## config.mk

```make
export PLATFORM = sky130hd
export DESIGN_NAME = game_turn_scheduler_flat
export DESIGN_NICKNAME = d
export VERILOG_FILES = /design/src/rtl/game_turn_scheduler_if.sv /design/src/rtl/game_turn_scheduler.sv /design/src/flat_wrapper.sv
export SDC_FILE = /design/constraint.sdc
export NUM_CORES = 1
export LEC_CHECK = 0
export ABC_CLOCK_PERIOD_IN_PS = 4200
export CAP_MARGIN = 5
export CORE_MARGIN = 5
export CORE_UTILIZATION = 35
export DETAILED_ROUTE_END_ITERATION = 8
export DONT_BUFFER_PORTS = 1
export GPL_ROUTABILITY_DRIVEN = 0
export PLACE_DENSITY = 0.54
export SETUP_SLACK_MARGIN = 0.05
export SYNTH_ARGS = -nofsm -noshare
export SYNTH_HDL_FRONTEND = slang
export SYNTH_SLANG_ARGS = --single-unit
export TNS_END_PERCENT = 30
```

## constraint.sdc

```tcl
create_clock -name clk -period 4.2 [get_ports clk]
set_input_delay 1.26 -clock clk [delete_from_list [all_inputs] [get_ports clk]]
set_output_delay 1.26 -clock clk [all_outputs]
set_load 0.01 [all_outputs]
```

## src/rtl/game_turn_scheduler_if.sv

```systemverilog
// Link between the turn scheduler and the Small_Game action FSM: gated buttons out,
// FSM state and move flag back.
interface game_turn_scheduler_if;
    logic [2:0] fsm_state;
    logic       fsm_move_flag;
    logic       fsm_left;
    logic       fsm_right;
    logic       fsm_attack;

    modport master (
        input  fsm_state,
        input  fsm_move_flag,
        output fsm_left,
        output fsm_right,
        output fsm_attack
    );

    modport slave (
        output fsm_state,
        output fsm_move_flag,
        input  fsm_left,
        input  fsm_right,
        input  fsm_attack
    );
endinterface

```

## src/rtl/game_turn_scheduler.sv

```systemverilog
// Two-player turn scheduler: grants the action FSM to one player per turn, tracks positions
// and hit points, resolves attacks and declares the winner.
module game_turn_scheduler #(
    parameter int unsigned TURN_CYCLES = 8,
    parameter int unsigned POS_MAX     = 7,
    parameter int unsigned P0_START    = 1,
    parameter int unsigned P1_START    = 6,
    parameter int unsigned HP_INIT     = 3,
    parameter int unsigned ATK_WDOG    = 4
) (
    input  logic                  clk,
    input  logic                  reset,
    input  logic                  new_game,
    input  logic                  p0_left,
    input  logic                  p0_right,
    input  logic                  p0_attack,
    input  logic                  p1_left,
    input  logic                  p1_right,
    input  logic                  p1_attack,
    game_turn_scheduler_if.master fsm_bus,
    output logic [1:0]            ctrl_state,
    output logic                  active_player,
    output logic [3:0]            turn_timer,
    output logic [2:0]            p0_pos,
    output logic [2:0]            p1_pos,
    output logic [1:0]            p0_hp,
    output logic [1:0]            p1_hp,
    output logic                  game_over,
    output logic                  winner
);

    localparam logic [1:0] StTurn = 2'd0;
    localparam logic [1:0] StAtk  = 2'd1;
    localparam logic [1:0] StSwap = 2'd2;
    localparam logic [1:0] StOver = 2'd3;

    localparam logic [2:0] FsmLeft      = 3'd1;
    localparam logic [2:0] FsmRight     = 3'd2;
    localparam logic [2:0] FsmAtkActive = 3'd4;

    localparam logic [3:0] TimerReload = 4'(TURN_CYCLES - 1);
    localparam logic [3:0] WdogLast    = 4'(ATK_WDOG - 1);
    localparam logic [2:0] PosMax      = 3'(POS_MAX);
    localparam logic [2:0] P0Start     = 3'(P0_START);
    localparam logic [2:0] P1Start     = 3'(P1_START);
    localparam logic [1:0] HpInit      = 2'(HP_INIT);

    logic [1:0] ctrl_q, ctrl_d;
    logic       active_q, active_d;
    logic [3:0] timer_q, timer_d;
    logic [3:0] wdog_q, wdog_d;
    logic [2:0] p0_pos_q, p0_pos_d, p1_pos_q, p1_pos_d;
    logic [1:0] p0_hp_q, p0_hp_d, p1_hp_q, p1_hp_d;
    logic       winner_q, winner_d;

    logic       act_left, act_right, act_attack, in_turn;
    logic [2:0] my_pos, opp_pos, move_tgt, pos_gap;
    logic [1:0] opp_hp, hit_hp;

    always_comb begin
        act_left   = active_q ? p1_left   : p0_left;
        act_right  = active_q ? p1_right  : p0_right;
        act_attack = active_q ? p1_attack : p0_attack;
        in_turn    = (ctrl_q == StTurn);
        fsm_bus.fsm_left   = in_turn & act_left;
        fsm_bus.fsm_right  = in_turn & act_right;
        fsm_bus.fsm_attack = in_turn & act_attack;
    end

    // Move target for the active player; saturating at the board edges.
    always_comb begin
        my_pos   = active_q ? p1_pos_q : p0_pos_q;
        opp_pos  = active_q ? p0_pos_q : p1_pos_q;
        move_tgt = my_pos;
        if (fsm_bus.fsm_state == FsmLeft && my_pos != 3'd0) begin
            move_tgt = my_pos - 3'd1;
        end else if (fsm_bus.fsm_state == FsmRight && my_pos != PosMax) begin
            move_tgt = my_pos + 3'd1;
        end
        pos_gap = (p0_pos_q > p1_pos_q) ? p0_pos_q - p1_pos_q : p1_pos_q - p0_pos_q;
        opp_hp  = active_q ? p0_hp_q : p1_hp_q;
        hit_hp  = (pos_gap == 3'd1 && opp_hp != 2'd0) ? opp_hp - 2'd1 : opp_hp;
    end

    always_comb begin
        ctrl_d   = ctrl_q;
        active_d = active_q;
        timer_d  = timer_q;
        wdog_d   = wdog_q;
        p0_pos_d = p0_pos_q;
        p1_pos_d = p1_pos_q;
        p0_hp_d  = p0_hp_q;
        p1_hp_d  = p1_hp_q;
        winner_d = winner_q;
        if (new_game) begin
            ctrl_d   = StTurn;
            active_d = 1'b0;
            timer_d  = TimerReload;
            wdog_d   = '0;
            p0_pos_d = P0Start;
            p1_pos_d = P1Start;
            p0_hp_d  = HpInit;
            p1_hp_d  = HpInit;
            winner_d = 1'b0;
        end else begin
            // A move landing in SWAP still belongs to the outgoing player (active not yet toggled).
            if (ctrl_q != StOver && fsm_bus.fsm_move_flag && move_tgt != opp_pos) begin
                if (active_q) p1_pos_d = move_tgt;
                else          p0_pos_d = move_tgt;
            end
            case (ctrl_q)
                StTurn: begin
                    wdog_d = '0;
                    if (act_attack)           ctrl_d  = StAtk;
                    else if (timer_q == 4'd0) ctrl_d  = StSwap;
                    else                      timer_d = timer_q - 4'd1;
                end
                StAtk: begin
                    if (fsm_bus.fsm_state == FsmAtkActive) begin
                        if (active_q) p0_hp_d = hit_hp;
                        else          p1_hp_d = hit_hp;
                        if (hit_hp == 2'd0) begin
                            ctrl_d   = StOver;
                            winner_d = active_q;
                        end else begin
                            ctrl_d = StSwap;
                        end
                    end else if (wdog_q == WdogLast) begin
                        ctrl_d = StSwap;
                    end else begin
                        wdog_d = wdog_q + 4'd1;
                    end
                end
                StSwap: begin
                    active_d = ~active_q;
                    timer_d  = TimerReload;
                    ctrl_d   = StTurn;
                end
                default: ;
            endcase
        end
    end

    always_ff @(posedge clk or posedge reset) begin
        if (reset) begin
            ctrl_q   <= StTurn;
            active_q <= 1'b0;
            timer_q  <= TimerReload;
            wdog_q   <= '0;
            p0_pos_q <= P0Start;
            p1_pos_q <= P1Start;
            p0_hp_q  <= HpInit;
            p1_hp_q  <= HpInit;
            winner_q <= 1'b0;
        end else begin
            ctrl_q   <= ctrl_d;
            active_q <= active_d;
            timer_q  <= timer_d;
            wdog_q   <= wdog_d;
            p0_pos_q <= p0_pos_d;
            p1_pos_q <= p1_pos_d;
            p0_hp_q  <= p0_hp_d;
            p1_hp_q  <= p1_hp_d;
            winner_q <= winner_d;
        end
    end

    assign ctrl_state    = ctrl_q;
    assign active_player = active_q;
    assign turn_timer    = timer_q;
    assign p0_pos        = p0_pos_q;
    assign p1_pos        = p1_pos_q;
    assign p0_hp         = p0_hp_q;
    assign p1_hp         = p1_hp_q;
    assign game_over     = (ctrl_q == StOver);
    assign winner        = winner_q;

endmodule

```

## src/flat_wrapper.sv

```systemverilog
// flat-port wrapper written by rule: the top's interface ports become plain ports
module game_turn_scheduler_flat 
#(
    parameter int unsigned TURN_CYCLES = 8,
    parameter int unsigned POS_MAX     = 7,
    parameter int unsigned P0_START    = 1,
    parameter int unsigned P1_START    = 6,
    parameter int unsigned HP_INIT     = 3,
    parameter int unsigned ATK_WDOG    = 4
)
  (clk, reset, new_game, p0_left, p0_right, p0_attack, p1_left, p1_right, p1_attack, ctrl_state, active_player, turn_timer, p0_pos, p1_pos, p0_hp, p1_hp, game_over, winner, fsm_bus_fsm_state, fsm_bus_fsm_move_flag, fsm_bus_fsm_left, fsm_bus_fsm_right, fsm_bus_fsm_attack);
  game_turn_scheduler_if fsm_bus_i ();
  input  logic clk;
  input  logic reset;
  input  logic new_game;
  input  logic p0_left;
  input  logic p0_right;
  input  logic p0_attack;
  input  logic p1_left;
  input  logic p1_right;
  input  logic p1_attack;
  output logic [1:0] ctrl_state;
  output logic active_player;
  output logic [3:0] turn_timer;
  output logic [2:0] p0_pos;
  output logic [2:0] p1_pos;
  output logic [1:0] p0_hp;
  output logic [1:0] p1_hp;
  output logic game_over;
  output logic winner;
  input wire logic [$bits(fsm_bus_i.fsm_state)-1:0] fsm_bus_fsm_state;
  input wire logic [$bits(fsm_bus_i.fsm_move_flag)-1:0] fsm_bus_fsm_move_flag;
  output wire logic [$bits(fsm_bus_i.fsm_left)-1:0] fsm_bus_fsm_left;
  output wire logic [$bits(fsm_bus_i.fsm_right)-1:0] fsm_bus_fsm_right;
  output wire logic [$bits(fsm_bus_i.fsm_attack)-1:0] fsm_bus_fsm_attack;
  assign fsm_bus_i.fsm_state = fsm_bus_fsm_state;
  assign fsm_bus_i.fsm_move_flag = fsm_bus_fsm_move_flag;
  assign fsm_bus_fsm_left = fsm_bus_i.fsm_left;
  assign fsm_bus_fsm_right = fsm_bus_i.fsm_right;
  assign fsm_bus_fsm_attack = fsm_bus_i.fsm_attack;
  game_turn_scheduler #(.TURN_CYCLES(TURN_CYCLES), .POS_MAX(POS_MAX), .P0_START(P0_START), .P1_START(P1_START), .HP_INIT(HP_INIT), .ATK_WDOG(ATK_WDOG)) u_core (.clk(clk), .reset(reset), .new_game(new_game), .p0_left(p0_left), .p0_right(p0_right), .p0_attack(p0_attack), .p1_left(p1_left), .p1_right(p1_right), .p1_attack(p1_attack), .fsm_bus(fsm_bus_i), .ctrl_state(ctrl_state), .active_player(active_player), .turn_timer(turn_timer), .p0_pos(p0_pos), .p1_pos(p1_pos), .p0_hp(p0_hp), .p1_hp(p1_hp), .game_over(game_over), .winner(winner));
endmodule
```

==> metrics.cfg <==
[worst_setup_path]
worst_setup_sp_type = flop
slowest_stage = dfrtp_1
launching_element_of_the_worst_setup_path = u_core.p0_pos[1]
timing.critical_path.slowest_cell_delay_ns = 0.51
worstReg2RegEnd = u_core.p0_pos[1]
critical-path-top-delay-family = simple AND/OR/NAND/NOR gates
r2r_start = u_core.p0_pos[1]
r2r.worst_path.cells = 11
timing.critical_path.fanout_max = 6
cp_cell_sequence = mux2i_1 -> inv_1 -> ha_1 -> ha_1 -> nor4b_2 -> a211oi_2 -> a221oi_2 -> xnor2_1 -> nor3_2 -> or4_1 -> o31ai_1
cp.required_ns = 4.37
most_common_cell_type_on_the_critical_path = ha_1
worst-path-buf-inv = 1
cp_data_arrival_time_ns = 3.41
worst-r2r-setup-slack_ns = 0.96
worst_setup_path_end_kind = flop
timing.setup.critical_path_class = flop to flop

[timing]
final-setup-viol-count = 0
achievable-frequency_ghz = 0.3086
finalSetupTns_ns = 0
timing.final.crit_share_pct = 77.16
tightestPinTransition_ns = 0.8684
hold_viol_final = 0
final.min_clock_period_ns = 3.241
rsz0062_at_grt = no
final_worst_clock_skew_ns = 0.002769
timing_max_transition_violations_final = 0
worst_slew_margin_rel_pct = 42.04

[power]
power_mw = 1.068
total_leakage_power_nw = 0.8150
worst_ir_drop_vdd_v = 0.0003026
p_per_area_nw_per_um2 = 549.6

[finish]
finish.utilization_pct = 38.29
n_antenna_cell = 0
layout.nets = 229
multiInputGateArea_um2 = 1155
design_area_um2 = 1943
final_layout_size_suffix_gt1_share_pct = 13.71
regArea_um2 = 563.0
nFillCells = 540
syn_to_final_growth_pct = 6.809

[die]
die-area_um2 = 6740
io-pin-count = 35
placement_rows = 26
initial_utilization_pct = 35.85
die_w_um = 82.10
fp.coreArea_um2 = 5075
floorplan.die.height_um = 82.10

[detailed_routing]
initialDrtViolationCount = 32
avgViaCountPerCell = 5.041
detail_route.wirelength_mm = 4.012
dr.pass1.iters = 4
route.detailed.drc = 0
num_vias = 1346
wire_per_inst_um = 15.03
postRouteAntennaNets = 0

[worst_hold_path]
worstHoldPathType = flop to flop
min_to = u_core.wdog_q[1]
worstHoldPathCells = 2
hold_start = u_core.wdog_q[1]

[synthesis]
synthFlopType = dfrtp_1
syn-num-nets = 229
syn_area_per_cell_um2 = 9.188
synthesis.area_um2 = 1819
postSynthRegisterBits = 22
ys_async_sr_fraction_pct = 100.0
yosys.area.top_type_share_pct = 16.51
yosysTopAreaCell = dfrtp_1
synth_top_cells_by_area = dfrtp_1, dfstp_2, ha_1, mux2i_1, nor2_1
synth_cell_types = 46
warnings_from_yosys = 0
synthCells = 198
sequential_area_share_after_synthesis_pct = 30.95
synth_edf_count = 0

[clock_tree]
insertion_delay_ns = 0.26
post_cts_hold_buffer_count = 0
tritoncts = yes
cts.reportedPaths.clkPinSlew_ns = 0.08
clk_path_buf_depth = 2
tritoncts_buffer_count = 3
sinks_on_the_clock_net = 22
clockRootBuffer = clkbuf_8
clock_tree.htree_level_count = 1
post_cts.repair.setup_buffers = 0
resized_cells_post_cts = 0

[global_route]
grt_max_degree = 31
grt.overflow.total = 0
grt_first_pass_wirelength_mm = 6.782
initial_antenna_violation_count = 0
vias_in_the_first_global_route = 1375
track_usage_pct = 12.94

[outcome]
status = completed

[flow_run]
drv_cap = 0

[place]
numPortBuffers = 0
post-dp-hpwl_mm = 3.007
dpl-instance-area_um2 = 1888

## worst min-delay path, delay by kind of cell (launching register included)
family	cells	cell delay, ns
compound gates	1	0.05
simple gates	1	0.07
flops	1	0.41
## kinds of logic after synthesis
| family | Yosys count | synth area share, % |
|---|---|---|
| fa+ha+maj | 18 | 13.20 |
| mux | 18 | 10.73 |
| xor+xnor | 9 | 4.333 |
| compound gates | 34 | 12.72 |
| buf+inv | 25 | 5.570 |
| simple gates | 72 | 22.49 |
| flops | 22 | 30.95 |
## area by class of cell
| cell class | count | share of cell area, % |
|---|---|---|
| Tap cell | 70 | 4.507 |
| Multi-Input combinational cell | 151 | 59.43 |
| Sequential cell | 22 | 28.98 |
| Inverter | 18 | 3.477 |
| Timing Repair Buffer | 2 | 0.7727 |
| Clock buffer | 4 | 2.833 |
## worst max-delay path by stage
stage,end,depth (start not counted)
3_3_place_gp,u_core.p1_pos[0],11
5_1_grt,u_core.p0_pos[1],11
4_1_cts,u_core.p0_pos[1],11
6_report,u_core.p0_pos[1],11
3_5_place_dp,u_core.p0_pos[1],11
2_1_floorplan,u_core.p0_pos[1],13
## placed cells by master (no fill, tap or decap), types with 2 or more instances in the layout
cell type and n:
nand2_1 10, o22ai_1 3, nand3b_1 3, nor3_1 4
xor2_1 5, nor2_1 18, a211oi_1 4, nor3b_1 5
fa_1 2, o31ai_1 2, clkbuf_8 4, mux2i_1 15
nand4b_1 2, a211o_1 2, ha_1 16, nand3_1 5
mux2_2 2, o21ai_0 6, a21oi_1 9, nand2b_1 8
dfrtp_1 12, buf_4 2, or2_2 2, xnor2_1 4
nor2b_1 5, inv_1 17, or4_1 2, dfstp_2 10
## routing by layer
metal	routed length [µm]	GRT usage, %	up-vias
li1	-	-	688
met1	1954	17.16	635
met2	1811	20.19	21
met3	216	4.555	2
met4	29	2.990	0
met5	0	0	-
## synthesized netlist by cell type (2+ instances only)
cell type	n
nor2_1	18
inv_1	17
ha_1	16
mux2i_1	15
dfrtp_1	12
dfstp_2	10
nand2_1	10
a21oi_1	9
nand2b_1	8
clkbuf_1	6
o21ai_0	6
nand3_1	5
nor2b_1	5
nor3b_1	5
xor2_1	5
a211oi_1	4
nor3_1	4
xnor2_1	4
nand3b_1	3
o22ai_1	3
a211o_1	2
fa_1	2
mux2_2	2
nand4b_1	2
o31ai_1	2
or2_2	2
or4_1	2
## flip-flops by register name (all words and copies together) (netlist names)
register	cells
u_core.active_player	1
u_core.p1_hp	2
u_core.winner	1
u_core.p0_pos	3
u_core.ctrl_state	2
u_core.turn_timer	4
u_core.p0_hp	2
u_core.p1_pos	3
u_core.wdog_q	4
## through the flow
| step | cells | setup slack, ns | hold WS [ns] |
|---|---|---|---|
| finish | 267 | 0.9594 | 0.5579 |
| global placement | 263 | 0.9609 | 0.5413 |
| detailed placement | 263 | 0.9470 | 0.5433 |
| floorplan | 198 | 1.050 | 0.5189 |
| global route | 267 | 0.6982 | 0.5847 |
| CTS | 267 | 0.9283 | 0.5584 |
## power by group
part	leakage (nW)	internal (mW)	switching, mW	total, mW
clock	0.0288	0.0836	0.0707	0.154
combinational	0.516	0.252	0.333	0.585
sequential	0.270	0.256	0.0727	0.329
total	0.815	0.592	0.476	1.07
Power figures use the tool's default switching activity.
==> RTL change 1 (same flow settings) <==
`POS_MAX` is set to 7 in 2 places; all go to 5.
--- a/src/rtl/game_turn_scheduler.sv
+++ b/src/rtl/game_turn_scheduler.sv
@@ -3,5 +3,5 @@
 module game_turn_scheduler #(
     parameter int unsigned TURN_CYCLES = 8,
-    parameter int unsigned POS_MAX     = 7,
+    parameter int unsigned POS_MAX     = 5,
     parameter int unsigned P0_START    = 1,
     parameter int unsigned P1_START    = 6,
--- a/src/flat_wrapper.sv
+++ b/src/flat_wrapper.sv
@@ -3,5 +3,5 @@
 #(
     parameter int unsigned TURN_CYCLES = 8,
-    parameter int unsigned POS_MAX     = 7,
+    parameter int unsigned POS_MAX     = 5,
     parameter int unsigned P0_START    = 1,
     parameter int unsigned P1_START    = 6,
Check against the original RTL: not equivalent (Yosys sat finds a counterexample within 10 cycles, from zero or initial values and one cycle with reset high).
==> RTL change 1 against the original RTL <==
- synthesized area increased by 7.0%
- sequential cell count unchanged
- final area up 7.3%
- setup slack improved by 58 ps
- die area rose by 6.1%
- non-clock buffer count is 1 lower
- power rose by 26%
- wire length increased by 7.1%
- critical path type is now in2out
- highest routed layer unchanged
==> RTL change 1: results (changes against the original RTL) <==
status=finished clean; Final Util=38.11% (-0.18 points); Netlist cell types=55 (+20%); CTS H-Tree Depth=1 (unchanged); drt initial violations=58 (+81%); placed standard-cell area=2014 um2 (+6.7%); reg2reg end=u_core.p0_pos[2]; Fill cells=553 (+2.4%); first-pass GRT wire length=7258 um (+7.0%); GRT Total Usage=12.17% (-0.77 points); Final HPWL DP=3278 um (+9.0%); WL final=4298 um (+7.1%); synth top area cells=dfrtp_1, dfstp_2, ha_1, mux2i_1, nor2_1; met1 Track Usage GR=16.56% (-0.60 points); crit path from=p1_attack; routing usage on met2=18.79% (-1.4 points); post-CTS setup buffers=0 (unchanged); pre-CTS setup slack=1016 ps (+69.52 ps); Root Driver=clkbuf_8; Worst VDD drop=0.0002864 V (-5.4%); sequential fraction of the synthesis area=28.92% (-2.0 points); crit path DAT=1920 ps (-1490 ps); Max Clock Skew=3.279 ps (+0.5103 ps); Post-synth top cells=nor2_1, inv_1, ha_1, mux2i_1, a21oi_1; M1 WL=2017 um (+3.2%); WL met3=248 um (+15%); Worst path slowest cell=mux2i_1; end of the critical path=fsm_bus_fsm_attack; WL met2=1979 um (+9.3%); syn_area_per_cell=8.890 um2 (-3.2%); Final #Nets=250 (+9.2%); gr busiest metal=met2; Vias per Instance=5.255 (+4.2%); vias in the first global route=1460 (+6.2%); Worst-Margin Slew=826.1 ps (-42.28 ps); layout cell share with drive strength beyond 1=10.55% (-3.2 points); largest net degree at the start of global routing=32 (+3.2%); Clock Path Buffers=2 (unchanged); crit-path max FO=7 (+1); met3 GRT Util=3.827% (-0.73 points); top cell family by delay on the critical path=multiplexers; leakage dissipation=0.0008750 uW (+7.4%); Top FF cell, synth=dfrtp_1; cells on worst reg2reg path=9 (-2); max incr delay on CP=480 ps (-30 ps); R2R setup slack=1220 ps (+260 ps); fin cells=290 (+8.6%); Final period util=75.77% (-1.4 points)
-- RTL change 1: cell count changes in the layout (fill, tap and decap cells not counted), sizes merged, moves of 3 or more --
cell | unedited run | this run
xor2 | 5 | 2
nor2 | 18 | 22
o21ai | 6 | 11
o22ai | 3 | 0
nand2b | 8 | 4
nor3b | 6 | 3
or3 | 0 | 3
a21oi | 9 | 13
nor2b | 5 | 10
-- RTL change 1: cell families after synthesis --
group	count (synthesis)	share of synthesized area, %
adders and majority gates	18	12.34
xor gates and xnor gates	6	2.699
and+or+nand+nor	78	21.92
muxes	19	10.15
DFF	22	28.92
AOI/OAI and AO/OA	51	18.77
buffers and inverters	25	5.206
-- RTL change 1: power by group --
| part | total, uW | switching, uW | internal [uW] |
|---|---|---|---|
| registers | 364 | 94.9 | 269 |
| clock network | 201 | 73.4 | 127 |
| logic | 787 | 467 | 320 |
-- RTL change 1: cell type report --
cell class / instances / share of cell area, %
flip-flops and latches: 22 / 26.99
inverters: 19 / 3.419
repair buffers: 1 / 0.3599
clock buffers: 3 / 1.980
well taps: 72 / 4.319
multi-input cells: 172 / 61.49
clock inverters: 1 / 1.440
-- RTL change 1: worst min path at each step --
stage | start | cells past startpoint | to | slack [ps]
after global placement | u_core.wdog_q[1] | 2 | u_core.wdog_q[1] | 530
final | u_core.p0_hp[1] | 2 | u_core.p0_hp[1] | 560
after detailed placement | u_core.p0_hp[1] | 2 | u_core.p0_hp[1] | 540
after global routing | u_core.p1_hp[0] | 2 | u_core.p1_hp[0] | 600
after CTS | u_core.wdog_q[3] | 2 | u_core.wdog_q[3] | 560
after floorplan | u_core.wdog_q[1] | 2 | u_core.wdog_q[1] | 510
-- RTL change 1: worst min-delay path, stage by stage, from the launching register on --
cell,delay [ps]
dfstp_2,400
nor2_1,90
mux2i_1,70
==> RTL change 2 (same settings) <==
Without the edit above. Reset style: synchronous (`reset`), changed in one clocked block.
--- a/src/rtl/game_turn_scheduler.sv
+++ b/src/rtl/game_turn_scheduler.sv
@@ -142,5 +142,5 @@
     end
 
-    always_ff @(posedge clk or posedge reset) begin
+    always_ff @(posedge clk) begin
         if (reset) begin
             ctrl_q   <= StTurn;
Formal check against the unedited RTL: differs if reset is asserted again (counterexample within 4 cycles, from zero or initial values and one cycle with reset high); with reset held inactive, the same outputs for 10 cycles.
==> RTL change 2 against the original RTL <==
- sequential cell count unchanged
- global-route usage down 0.34 points
- setup slack got worse by 15 ps
- final area fell by 10%
- critical path depth is 2 higher
- wire length down 8.1%
- synthesized area fell by 11%
- critical path type unchanged
- largest cell class unchanged
- highest routed layer unchanged
Power is not compared: it rests on default switching activity, and its combinational part moved more than twofold at a synthesized area within 25%.
==> RTL change 2: results (changes against the original RTL) <==
status=finished clean; largest net degree at the start of global routing=17 (-45%); syn nets=217 (-5.2%); Routed WL per cell=15.42 um (+2.6%); first-pass GRT wire length=6341 um (-6.5%); max incr delay on CP=400 ps (-110 ps); Final HPWL DP=2958 um (-1.6%); met1 Track Usage GR=15.75% (-1.4 points); WL met3=332 um (+54%); synth top area cells=dfxtp_1, ha_1, mux2i_1, inv_1, nand2_1; crit path from=u_core.active_player; Worst path slowest cell=o311ai_2; pre-CTS setup slack=955.5 ps (+8.571 ps); Max Clock Skew=3.599 ps (+0.8304 ps); top cell family by delay on the critical path=compound AO/OA/AOI/OAI gates; Synth async-reset ratio=0% (-100 points); GRT Total Usage=12.60% (-0.34 points); maximum clock rate=0.3072 GHz (-0.46%); drt initial violations=60 (+88%); crit-path max FO=14 (+8); Post-synth top cells=dfxtp_1, inv_1, ha_1; Top FF cell, synth=dfxtp_1; crit path DAT=3360 ps (-50 ps); routing usage on met2=20.03% (-0.16 points); slew margin rel.=30.07% (-12 points); Hold Startpoint=u_core.winner; reg2reg end=u_core.p0_pos[0]; layout cell share with drive strength beyond 1=8.021% (-5.7 points); Vias=1344 (-0.15%); M1 WL=1608 um (-18%)
## RTL change 2: cell types whose count changed in the layout (fill, tap and decap cells not counted), sizes merged, moves of 5 or more
cell    unedited run  this run
nand2             10        15
nand2b             8         0
dfstp             10         0
dfrtp             12         0
nand3              5        10
dfxtp              0        22
## RTL change 2: stage by stage
step	hold slack (ps)	cells	cell area (um2)
detailed placement	502.9	235	1678
CTS	515.1	239	1749
floorplan	470.5	186	1628
global placement	490.6	235	1678
global route	528.8	239	1749
finish	508.4	239	1749
## RTL change 2: worst min-delay path by stage
stage | end | depth (start not counted)
after floorplan | u_core.wdog_q[2] | 2
after global placement | u_core.wdog_q[2] | 2
after detailed placement | u_core.wdog_q[2] | 2
after CTS | u_core.wdog_q[2] | 2
after global routing | u_core.wdog_q[2] | 2
final | u_core.winner | 2
## RTL change 2: area by class of cell
class	count	area (um2)	share of cell area, %
clock buffer	3	41.29	2.361
clock inverter	1	30.03	1.717
timing repair buffer	1	7.507	0.4292
inverter	22	82.58	4.721
tap	52	65.06	3.720
multi-input combinational	138	1082	61.87
sequential	22	440.4	25.18
## RTL change 2: kinds of logic after synthesis
logic type      count (synthesis)  synth area share, %
compound gates                 35                17.37
xor+xnor                       10                5.380
fa+ha+maj                      18                14.76
buf+inv                        26                6.456
flops                          22                27.06
mux                            13                8.839
simple gates                   62                20.14
## RTL change 2: report_power, final
part           internal [uW]  total (uW)  switching [uW]  leakage, uW
logic                   32.2        85.1            52.9     0.000518
clock network            127         200            72.8    0.0000357
registers                212         219            7.03     0.000178
total                    372         504             133     0.000731
